### config.mk
export PLATFORM = sky130hd
export DESIGN_NAME = delay_tap_reader
export DESIGN_NICKNAME = d
export VERILOG_FILES = /design/src/rtl/delay_pkg.sv /design/src/rtl/delay_addr_calc.sv /design/src/rtl/delay_tap_reader.sv
export SDC_FILE = /design/constraint.sdc
export NUM_CORES = 1
export LEC_CHECK = 0
export BUFFER_PORTS_ARGS = -buffer_cell sky130_fd_sc_hd__buf_2
export CAP_MARGIN = 20
export CORE_MARGIN = 1
export CORE_UTILIZATION = 34
export CTS_CLUSTER_SIZE = 10
export DETAILED_ROUTE_END_ITERATION = 8
export PLACE_DENSITY = 0.64
export SKIP_CTS_REPAIR_TIMING = 1
export SYNTH_ARGS = -nofsm -noshare
export SYNTH_HDL_FRONTEND = slang
export SYNTH_SLANG_ARGS = --single-unit
### constraint.sdc
create_clock -name clk -period 11.24 [get_ports clk]
set_clock_uncertainty 0.15 [all_clocks]
set_input_delay 1.124 -clock clk [delete_from_list [all_inputs] [get_ports clk]]
set_output_delay 1.124 -clock clk [all_outputs]
set_load 0.01 [all_outputs]
### src/rtl/delay_pkg.sv
// ---------------------------------------------------------------------------
// delay_pkg
//   Shared types and helpers for the delay-buffer tap reader.
//   - tap_state_t : sequencing states of the tap reader
//   - clog2_min1  : width helper that never returns 0, so a single-tap build
//                   still gets a 1-bit tap index
// ---------------------------------------------------------------------------
package delay_pkg;

  typedef enum logic [1:0] {
    IDLE,
    ISSUE,
    WAIT,
    HOLD
  } tap_state_t;

  function automatic int clog2_min1(input int n);
    return (n <= 2) ? 1 : $clog2(n);
  endfunction

endpackage

### src/rtl/delay_addr_calc.sv
// ---------------------------------------------------------------------------
// delay_addr_calc
//   Purely combinational address generator for a circular delay buffer.
//   Clamps the active length into 1..MAXLEN, clamps the delay to the window,
//   and returns the buffer index that lies 'delay' samples behind widx.
//
//   Ports:
//     widx    in   ADDR_W    index of the most recently written sample
//     len     in   32        requested window length (0 or >MAXLEN -> MAXLEN)
//     delay   in   ADDR_W    requested delay in samples
//     len_eff out  ADDR_W+1  clamped window length
//     d_eff   out  ADDR_W    clamped delay (only with DELAY_TAP_ZERO_FILL_EN)
//     addr    out  ADDR_W    read index inside the window
//
//   Config macro: DELAY_TAP_ZERO_FILL_EN exposes d_eff for the zero-fill path.
// ---------------------------------------------------------------------------
module delay_addr_calc
  import delay_pkg::*;
#(
  parameter int MAXLEN = 2048,
  localparam int ADDR_W = $clog2(MAXLEN)
) (
  input  logic [ADDR_W-1:0] widx,
  input  logic [31:0]       len,
  input  logic [ADDR_W-1:0] delay,
  output logic [ADDR_W:0]   len_eff,
`ifdef DELAY_TAP_ZERO_FILL_EN
  output logic [ADDR_W-1:0] d_eff,
`endif
  output logic [ADDR_W-1:0] addr
);

  localparam logic [ADDR_W:0] MAX_EFF = (ADDR_W+1)'(MAXLEN);
  localparam logic [ADDR_W:0] ONE     = (ADDR_W+1)'(1);

  logic [ADDR_W:0] lim;
  logic [ADDR_W:0] d_ext;
  logic [ADDR_W:0] sum;

  // Adding len_eff before subtracting the delay keeps the intermediate
  // non-negative, so one conditional subtract folds it back into the window.
  always_comb begin
    if (len == 32'd0 || len > 32'(MAXLEN)) begin
      len_eff = MAX_EFF;
    end else begin
      len_eff = len[ADDR_W:0];
    end

    lim   = len_eff - ONE;
    d_ext = {1'b0, delay};
    if (d_ext > lim) begin
      d_ext = lim;
    end

    sum = {1'b0, widx} + len_eff - d_ext;
    if (sum >= len_eff) begin
      sum = sum - len_eff;
    end
    addr = sum[ADDR_W-1:0];
  end

`ifdef DELAY_TAP_ZERO_FILL_EN
  // lim never exceeds MAXLEN-1, so the top bit of the clamped delay is zero.
  assign d_eff = d_ext[ADDR_W-1:0];
`endif

endmodule

### src/rtl/delay_tap_reader.sv
// ---------------------------------------------------------------------------
// delay_tap_reader
//   Read-side engine for a circular BRAM delay buffer. On every accepted
//   sample_tick it latches the writer index, window length and tap delays,
//   then reads NTAPS taps one at a time and streams them out over a
//   valid/ready interface. The BRAM read port has one cycle of latency.
//
//   Ports:
//     clk          in   1              system clock
//     rst          in   1              synchronous active-high reset
//     sample_tick  in   1              starts a read sequence
//     widx         in   ADDR_W         writer's most recently written index
//     len          in   32             active buffer length in samples
//     tap_delay    in   NTAPS*ADDR_W   packed per-tap delays
//     mem_rd_addr  out  ADDR_W         BRAM read address
//     mem_rd_data  in   WIDTH          BRAM read data (1 cycle after address)
//     out_data     out  WIDTH          tap sample
//     out_tap      out  TAP_W          tap index of out_data
//     out_valid    out  1              out_data/out_tap valid
//     out_ready    in   1              consumer accept
//     busy         out  1              sequence in progress
//     overrun      out  1              sticky: tick arrived while busy
//
//   Config macro: DELAY_TAP_ZERO_FILL_EN
//     Defined: taps whose delay reaches beyond the samples written so far
//     (fill <= d_eff) return 0 instead of stale BRAM contents.
//     Undefined: out_data is always the BRAM data; no fill counter is built.
// ---------------------------------------------------------------------------
module delay_tap_reader
  import delay_pkg::*;
#(
  parameter int WIDTH  = 32,
  parameter int MAXLEN = 2048,
  parameter int NTAPS  = 4,
  localparam int ADDR_W = $clog2(MAXLEN),
  localparam int TAP_W  = clog2_min1(NTAPS)
) (
  input  logic                    clk,
  input  logic                    rst,
  input  logic                    sample_tick,
  input  logic [ADDR_W-1:0]       widx,
  input  logic [31:0]             len,
  input  logic [NTAPS*ADDR_W-1:0] tap_delay,
  output logic [ADDR_W-1:0]       mem_rd_addr,
  input  logic [WIDTH-1:0]        mem_rd_data,
  output logic [WIDTH-1:0]        out_data,
  output logic [TAP_W-1:0]        out_tap,
  output logic                    out_valid,
  input  logic                    out_ready,
  output logic                    busy,
  output logic                    overrun
);

  localparam logic [TAP_W-1:0] LAST_TAP = TAP_W'(NTAPS - 1);

  tap_state_t state, state_nxt;

  logic [TAP_W-1:0]        tap;
  logic [TAP_W-1:0]        tap_sel;
  logic                    last_tap;
  logic                    accept;
  logic                    handshake;
  logic                    load_addr;

  logic [ADDR_W-1:0]       widx_l;
  logic [ADDR_W:0]         len_eff_l;
  logic [NTAPS*ADDR_W-1:0] delay_l;

  logic [ADDR_W-1:0]       calc_widx;
  logic [31:0]             calc_len;
  logic [ADDR_W-1:0]       calc_delay;
  logic [ADDR_W:0]         calc_len_eff;
  logic [ADDR_W-1:0]       calc_addr;

`ifdef DELAY_TAP_ZERO_FILL_EN
  logic [ADDR_W-1:0]       calc_d_eff;
  logic [ADDR_W-1:0]       d_eff_q;
  logic [ADDR_W:0]         fill_cnt;
  logic [ADDR_W:0]         fill_l;
  logic                    zero_out;
`endif

  assign last_tap = (tap == LAST_TAP);

  // The address register is loaded on the edge that enters ISSUE, so the
  // calculator looks one step ahead: live inputs for tap 0 while idle,
  // latched values and the following tap's delay otherwise.
  always_comb begin
    tap_sel = last_tap ? tap : tap + TAP_W'(1);
    if (state == IDLE) begin
      calc_widx  = widx;
      calc_len   = len;
      calc_delay = tap_delay[ADDR_W-1:0];
    end else begin
      calc_widx  = widx_l;
      calc_len   = {{(31-ADDR_W){1'b0}}, len_eff_l};
      calc_delay = delay_l[int'(tap_sel)*ADDR_W +: ADDR_W];
    end
  end

  delay_addr_calc #(
    .MAXLEN(MAXLEN)
  ) u_addr_calc (
    .widx    (calc_widx),
    .len     (calc_len),
    .delay   (calc_delay),
    .len_eff (calc_len_eff),
`ifdef DELAY_TAP_ZERO_FILL_EN
    .d_eff   (calc_d_eff),
`endif
    .addr    (calc_addr)
  );

  // State register.
  always_ff @(posedge clk) begin
    if (rst) begin
      state <= IDLE;
    end else begin
      state <= state_nxt;
    end
  end

  // Next-state logic plus the one-cycle strobes the datapath acts on.
  always_comb begin
    state_nxt = state;
    accept    = 1'b0;
    handshake = 1'b0;
    case (state)
      IDLE: begin
        if (sample_tick) begin
          accept    = 1'b1;
          state_nxt = ISSUE;
        end
      end
      ISSUE: state_nxt = WAIT;
      WAIT:  state_nxt = HOLD;
      HOLD: begin
        if (out_ready) begin
          handshake = 1'b1;
          state_nxt = last_tap ? IDLE : ISSUE;
        end
      end
      default: state_nxt = IDLE;
    endcase
  end

  assign load_addr = accept | (handshake & ~last_tap);

`ifdef DELAY_TAP_ZERO_FILL_EN
  assign zero_out = (fill_l <= {1'b0, d_eff_q});
`endif

  // Sequence datapath: latches, address, output register and status flags.
  // A tick outside IDLE (including one coinciding with the final handshake)
  // is dropped and only recorded in overrun.
  always_ff @(posedge clk) begin
    if (rst) begin
      widx_l      <= '0;
      len_eff_l   <= '0;
      delay_l     <= '0;
      tap         <= '0;
      mem_rd_addr <= '0;
      out_data    <= '0;
      out_tap     <= '0;
      out_valid   <= 1'b0;
      busy        <= 1'b0;
      overrun     <= 1'b0;
    end else begin
      if (accept) begin
        widx_l    <= widx;
        len_eff_l <= calc_len_eff;
        delay_l   <= tap_delay;
        tap       <= '0;
        busy      <= 1'b1;
      end

      if (load_addr) begin
        mem_rd_addr <= calc_addr;
      end

      if (state == WAIT) begin
`ifdef DELAY_TAP_ZERO_FILL_EN
        out_data <= zero_out ? '0 : mem_rd_data;
`else
        out_data <= mem_rd_data;
`endif
        out_tap   <= tap;
        out_valid <= 1'b1;
      end

      if (handshake) begin
        out_valid <= 1'b0;
        if (last_tap) begin
          busy <= 1'b0;
        end else begin
          tap <= tap + TAP_W'(1);
        end
      end

      if (sample_tick && state != IDLE) begin
        overrun <= 1'b1;
      end
    end
  end

`ifdef DELAY_TAP_ZERO_FILL_EN
  // fill_l snapshots the count of earlier ticks, so the first sequence after
  // reset sees fill 0 and every tap is suppressed.
  always_ff @(posedge clk) begin
    if (rst) begin
      fill_cnt <= '0;
      fill_l   <= '0;
      d_eff_q  <= '0;
    end else begin
      if (accept) begin
        fill_l <= fill_cnt;
        if (fill_cnt != (ADDR_W+1)'(MAXLEN)) begin
          fill_cnt <= fill_cnt + (ADDR_W+1)'(1);
        end
      end
      if (load_addr) begin
        d_eff_q <= calc_d_eff;
      end
    end
  end
`endif

endmodule

==> results of run 1 <==
==> per-layer routing <==
layer / vias to the layer above / wire, um / track usage
met4: 2 / 320 / 0.0546
li1: 3383 / - / -
met2: 196 / 8990 / 0.294
met1: 3075 / 9340 / 0.239
met3: 32 / 1290 / 0.0485
met5: - / 10 / 0
==> stage by stage <==
| stage | setup WS [ps] | hold slack, ps | instances | power [mW] |
|---|---|---|---|---|
| floorplan | 2970 | 283 | 887 | 2.33 |
| global placement | 2150 | 290 | 1290 | 2.76 |
| detailed placement | 1820 | 295 | 1290 | 2.78 |
| CTS | 1990 | 303 | 1322 | 3.36 |
| global route | 1180 | 316 | 1323 | 3.66 |
| finish | 1960 | 301 | 1324 | 3.36 |
==> cells by family after synthesis <==
group	synth area share
AND/OR/NAND/NOR	0.208
buffers and inverters	0.0486
XOR/XNOR	0.0251
adder cells (fa/ha/maj)	0.106
flip-flops	0.326
AO/OA/AOI/OAI	0.156
multiplexers	0.130
==> cells in the mapped netlist, types with 5 or more instances <==
cell      count  area (um2)
buf_2         5        25.0
buf_1         8        30.0
ha_1         43         538
a21o_1        5        37.5
nor3_1       20         100
a211oi_1      7        52.6
clkbuf_1     32         120
mux2_2       13         146
nand3_1      17        85.1
inv_1        41         154
a31oi_1       7        43.8
nor2_1       75         282
o21bai_1      6        45.0
o21a_1        5        37.5
dfxtp_1     119        2380
nand2_1     190         713
xor2_1        5        43.8
fa_1         12         240
mux4_2       11         248
and2_1        6        37.5
a21oi_1      87         435
xnor2_1      16         140
a311oi_1      8        70.1
nand4_1       5        31.3
mux2i_1      56         561
o21ai_0       8        40.0
==> registers in the layout, summed over array words and instances, names as in the netlist <==
name         flops
len_eff_l       12
busy             1
overrun          1
tap              2
state            2
mem_rd_addr     11
widx_l          11
out_data        32
out_valid        1
delay_l         44
out_tap          2
==> where the power goes <==
part	internal, mW	switching [mW]	total [mW]
Combinational	0.932	1.34	2.27
Sequential	0.495	0.0356	0.531
Clock	0.342	0.215	0.557
Total	1.77	1.59	3.36
==> critical path: cells and delay by family, from the launching register on <==
family	cells	cell delay, ps
buffers and inverters	2	160
muxes	2	530
adders and majority gates	7	2520
DFF	1	330
AOI/OAI and AO/OA	11	3170
and+or+nand+nor	11	2280
==> worst paths after layout <==
check            start              to  slack (ps)  cells past startpoint
max           state[0]  mem_rd_addr[7]        1960                     33
min          widx_l[2]       widx_l[2]         300                      2
max reg2reg   state[0]  mem_rd_addr[7]        1960                     33
min reg2reg  widx_l[2]       widx_l[2]         300                      2
==> cell type report <==
type                            count  share of cell area
Timing Repair Buffer              176               0.101
Inverter                           43              0.0180
Clock buffer                       20              0.0508
Tap cell                          275              0.0383
Antenna cell                        1            0.000278
Multi-Input combinational cell    678               0.511
Sequential cell                   119               0.265
Clock inverter                     12              0.0157
==> metrics.txt, run 1 <==
CP max FO=29; area occupied by multi-input gates=4590 um2; Leakage Power=between 3 and 4 nW; vias in the first global route=approximately 6300; syn avg cell area=8.25 um2; status=complete, no violations; Final Net Count=~1200; kind of start point of the critical path=flip-flop; Crit Path Category=flip-flop to flip-flop; Filler cells=around 2200; Iteration-0 DRC Markers=461; final setup vio count=0; CTS sink count=approximately 120; CP arrival=~9500 ps; Post-synth EDFFs=0; max incr delay on CP=roughly 670 ps; dpl hpwl=14600 um; Final Instance Area=8990 um2; relative slew slack=0.477; Yosys cell types=70; drc violations=0; final core occ=0.426; Layout area overhead=22.8%; H-Tree Depth=4; iteration count of the initial detailed-routing pass=5; mapped cell area=between 7000 and 8000 um2; largest net degree at the start of global routing=between 70 and 80; fraction of layout instances using a drive strength above 1=0.242; post-route ant nets=0; Clock Tree Root=clkbuf_16; max-slew violations=0; Final period util=0.826; total CTS buffers=17; element type at the critical path end=flip-flop; final hold vios=0; async set-reset flop share out of synthesis=0; Worst Max-Slew Pin Slew=784 ps; worst skew pair latency=420 ps; FF+latch count, synth=roughly 120; power density over cell area=between 300 and 400 nW/um2; Die H=roughly 150 um; DR vias/cell=~5.1; Hold Crit Class=flip-flop to flip-flop; average wire per standard cell=around 15 um; GP Congestion=between 0.9 and 1; register area share after synthesis=0.326; io pins=~170; synth warn=0; RSZ-0062 raised after global routing=false; Register Area=~2400 um2; Max clock buf depth=2; core area=between 20000 and 25000 um2; GRT overflow=0; Vias=around 6700; most common cell after layout, fill and taps aside=nand2_1; initial antenna violation count=3; top_reg_cell synth=dfxtp_1; num rows=53; Worst Path Required=11410 ps; Final min period=a little over 9000 ps; Area after DPL=about 8400 um2; CTS tree=built; Post-Synthesis Cells=between 800 and 900; first-pass GRT wire length=31900 um; Die Footprint=approximately 22000 um2; starting density of the core=0.347; Clock Pin Slew Worst Setup and Hold Paths=60 ps; cell mode on critical path=ha_1; Max Fclk=between 100 and 150 MHz; IO buf count=170; final WL=about 20000 um; Post-Synthesis Net Count=between 1000 and 1500; most frequent cells in the layout=nand2_1, buf_2, dfxtp_1, a21oi_1, nor2_1; slowest CP cell=ha_2; Max VDD drop=between 0.0003 and 0.0004 V; TNS Setup=0 ps; max cap viols=0; Total GRT Usage=0.183; Die Wd=roughly 150 um
No activity file was read; power rests on OpenSTA's default activity.
==> inputs of run 2 (changes only) <==
--- a/config.mk
+++ b/config.mk
@@ -11,7 +11,7 @@
 export CORE_UTILIZATION = 34
 export CTS_CLUSTER_SIZE = 10
 export DETAILED_ROUTE_END_ITERATION = 8
-export PLACE_DENSITY = 0.64
+export PLACE_DENSITY = 0.66
 export SKIP_CTS_REPAIR_TIMING = 1
 export SYNTH_ARGS = -nofsm -noshare
 export SYNTH_HDL_FRONTEND = slang
==> constraint.sdc (replaced) <==
create_clock -name clk -period 7.6 [get_ports clk]
set_clock_uncertainty 0.15 [all_clocks]
set_input_delay 0.76 -clock clk [delete_from_list [all_inputs] [get_ports clk]]
set_output_delay 0.76 -clock clk [all_outputs]
set_load 0.01 [all_outputs]
==> metrics.txt, run 2 (synthesis gave the netlist of run 1 again) <==
status=complete, no violations; Die Footprint=22100 um2 (unchanged); num rows=53 (unchanged); Worst Path Required=7760 ps (-3650 ps); dpl hpwl=15400 um (+5.4%); number of flip-flops in the largest register=44 (unchanged); most common cell after layout, fill and taps aside=nand2_1; iteration count of the initial detailed-routing pass=5 (unchanged); cell mode on critical path=nand4_1; FF-to-FF End=mem_rd_addr[10]; CP arrival=7400 ps (-2050 ps); fraction of layout instances using a drive strength above 1=0.299 (+0.0571); Worst R2R Start=state[1]; hold_sp=widx_l[2]; Clock Tree Root=clkbuf_16; Die Wd=149 um (unchanged); CTS sink count=119 (unchanged); average wire per standard cell=15.5 um (+3.1%); vias in the first global route=6632 (+4.7%); hold path endpoint=widx_l[2]; max-slew violations=0 (unchanged); first-pass GRT wire length=33300 um (+4.3%); Sw Share=0.462 (-0.0112); CTS tree=built; GP Congestion=0.939 (+1.7%); Max VDD drop=0.000372 V (+23%); Worst Max-Slew Pin Slew=874 ps (+90.4 ps); core area=21100 um2 (unchanged); io pins=171 (unchanged); DR vias/cell=5.09 (+0.68%); Area after DPL=8650 um2 (+3.4%); power density over cell area=572 nW/um2 (+53%); final WL=21300 um (+6.6%); Reg with most FFs=delay_l; final setup margin=354 ps (-1600 ps); Final period util=0.953 (+0.128); Vias=6962 (+4.1%); Die H=149 um (unchanged); Psw=2.51 mW (+58%); starting density of the core=0.347 (unchanged); drc violations=0 (unchanged); pre-CTS WS=-123 ps (-1950 ps); Final Net Count=1257 (+3.6%); largest net degree at the start of global routing=81 (+8.0%); final hold vios=0 (unchanged); Sequential Power Share=0.145 (-0.013); total CTS buffers=17 (unchanged); GRT overflow=0 (unchanged); most frequent cells in the layout=nand2_1, buf_2, dfxtp_1, a21oi_1, nor2_1; Total GRT Usage=0.191 (+0.00822); Clock Pin Slew Worst Setup and Hold Paths=60 ps (about the same); final setup vio count=0 (unchanged); clock share of power=0.146 (-0.020); IO buf count=170 (unchanged); H-Tree Depth=4 (unchanged); relative slew slack=0.417 (-0.0602); R2R setup slack=350 ps (-1600 ps); Iteration-0 DRC Markers=399 (-13%); Leakage Power=4.24 nW (+6.5%); Max Fclk=138 MHz (+28%); final core occ=0.450 (+0.0237); initial antenna violation count=3 (unchanged); Final min period=7250 ps (-2040 ps); worst hold stages=2 (unchanged); combinational share of power=0.709 (+0.033); Top Registers=delay_l (44), out_data (32), len_eff_l (12); TNS Setup=0 ps (unchanged); max incr delay on CP=520 ps (-150 ps); worst skew pair latency=420 ps (about the same); slowest CP cell=fa_1; Max clock buf depth=2 (unchanged); Power Total=5.43 mW (+62%); CP max FO=17 (-41%); Crit Path Category=flip-flop to flip-flop; element type at the critical path end=flip-flop; post-route ant nets=0 (unchanged); cells on worst reg2reg path=31 (-6.1%); Layout area overhead=29.6%; max cap viols=0 (unchanged); kind of start point of the critical path=flip-flop; Final Instance Area=9490 um2 (+5.6%); internal power=2.92 mW (+65%); Hold Crit Class=flip-flop to flip-flop
-- run 2: worst max path at each step --
stage          startpoint         endpoint
2_1_floorplan     len[22]   mem_rd_addr[4]
3_3_place_gp      len[22]   mem_rd_addr[4]
3_5_place_dp       len[9]   mem_rd_addr[4]
4_1_cts          state[0]   mem_rd_addr[4]
5_1_grt          state[1]   mem_rd_addr[1]
6_report         state[1]  mem_rd_addr[10]
-- run 2: area by class of cell --
class	count	area, um2
Multi-Input combinational cell	679	4780
Sequential cell	119	2380
Clock buffer	18	439
Inverter	43	161
Fill cell	2153	11600
Clock inverter	14	140
Tap cell	275	344
Antenna cell	2	5.00
Timing Repair Buffer	219	1240
-- run 2: power groups by stage --
stage,Sequential (mW),Combinational [mW],Clock (mW)
finish,0.788,3.85,0.791
detailed placement,0.799,3.51,0
global route,0.801,4.27,0.838
global placement,0.796,3.48,0
CTS,0.787,3.54,0.811
floorplan,0.812,2.65,0
-- run 2: metal layers --
metal / share of wire / global-route usage / vias to the layer above / routed length (um)
li1: - / - / 3474 / -
met1: 0.45 / 0.243 / 3233 / 9490
met2: 0.47 / 0.322 / 224 / 10000
met3: 0.065 / 0.0463 / 29 / 1380
met4: 0.017 / 0.0495 / 2 / 360
met5: 0.00080 / 0 / - / 17
-- run 2: per-stage QoR --
| stage | hold slack [ps] | instances |
|---|---|---|
| detailed placement | 295 | 1324 |
| global placement | 289 | 1324 |
| global route | 319 | 1367 |
| finish | 302 | 1369 |
| floorplan | 283 | 887 |
| CTS | 304 | 1356 |
-- run 2: worst max-delay path: cells and delay by family, from the launching register on --
kind	cells	cell delay [ps]
mux	3	990
compound gates	9	1700
flops	1	330
buf+inv	6	1040
fa+ha+maj	5	1670
simple gates	8	1230
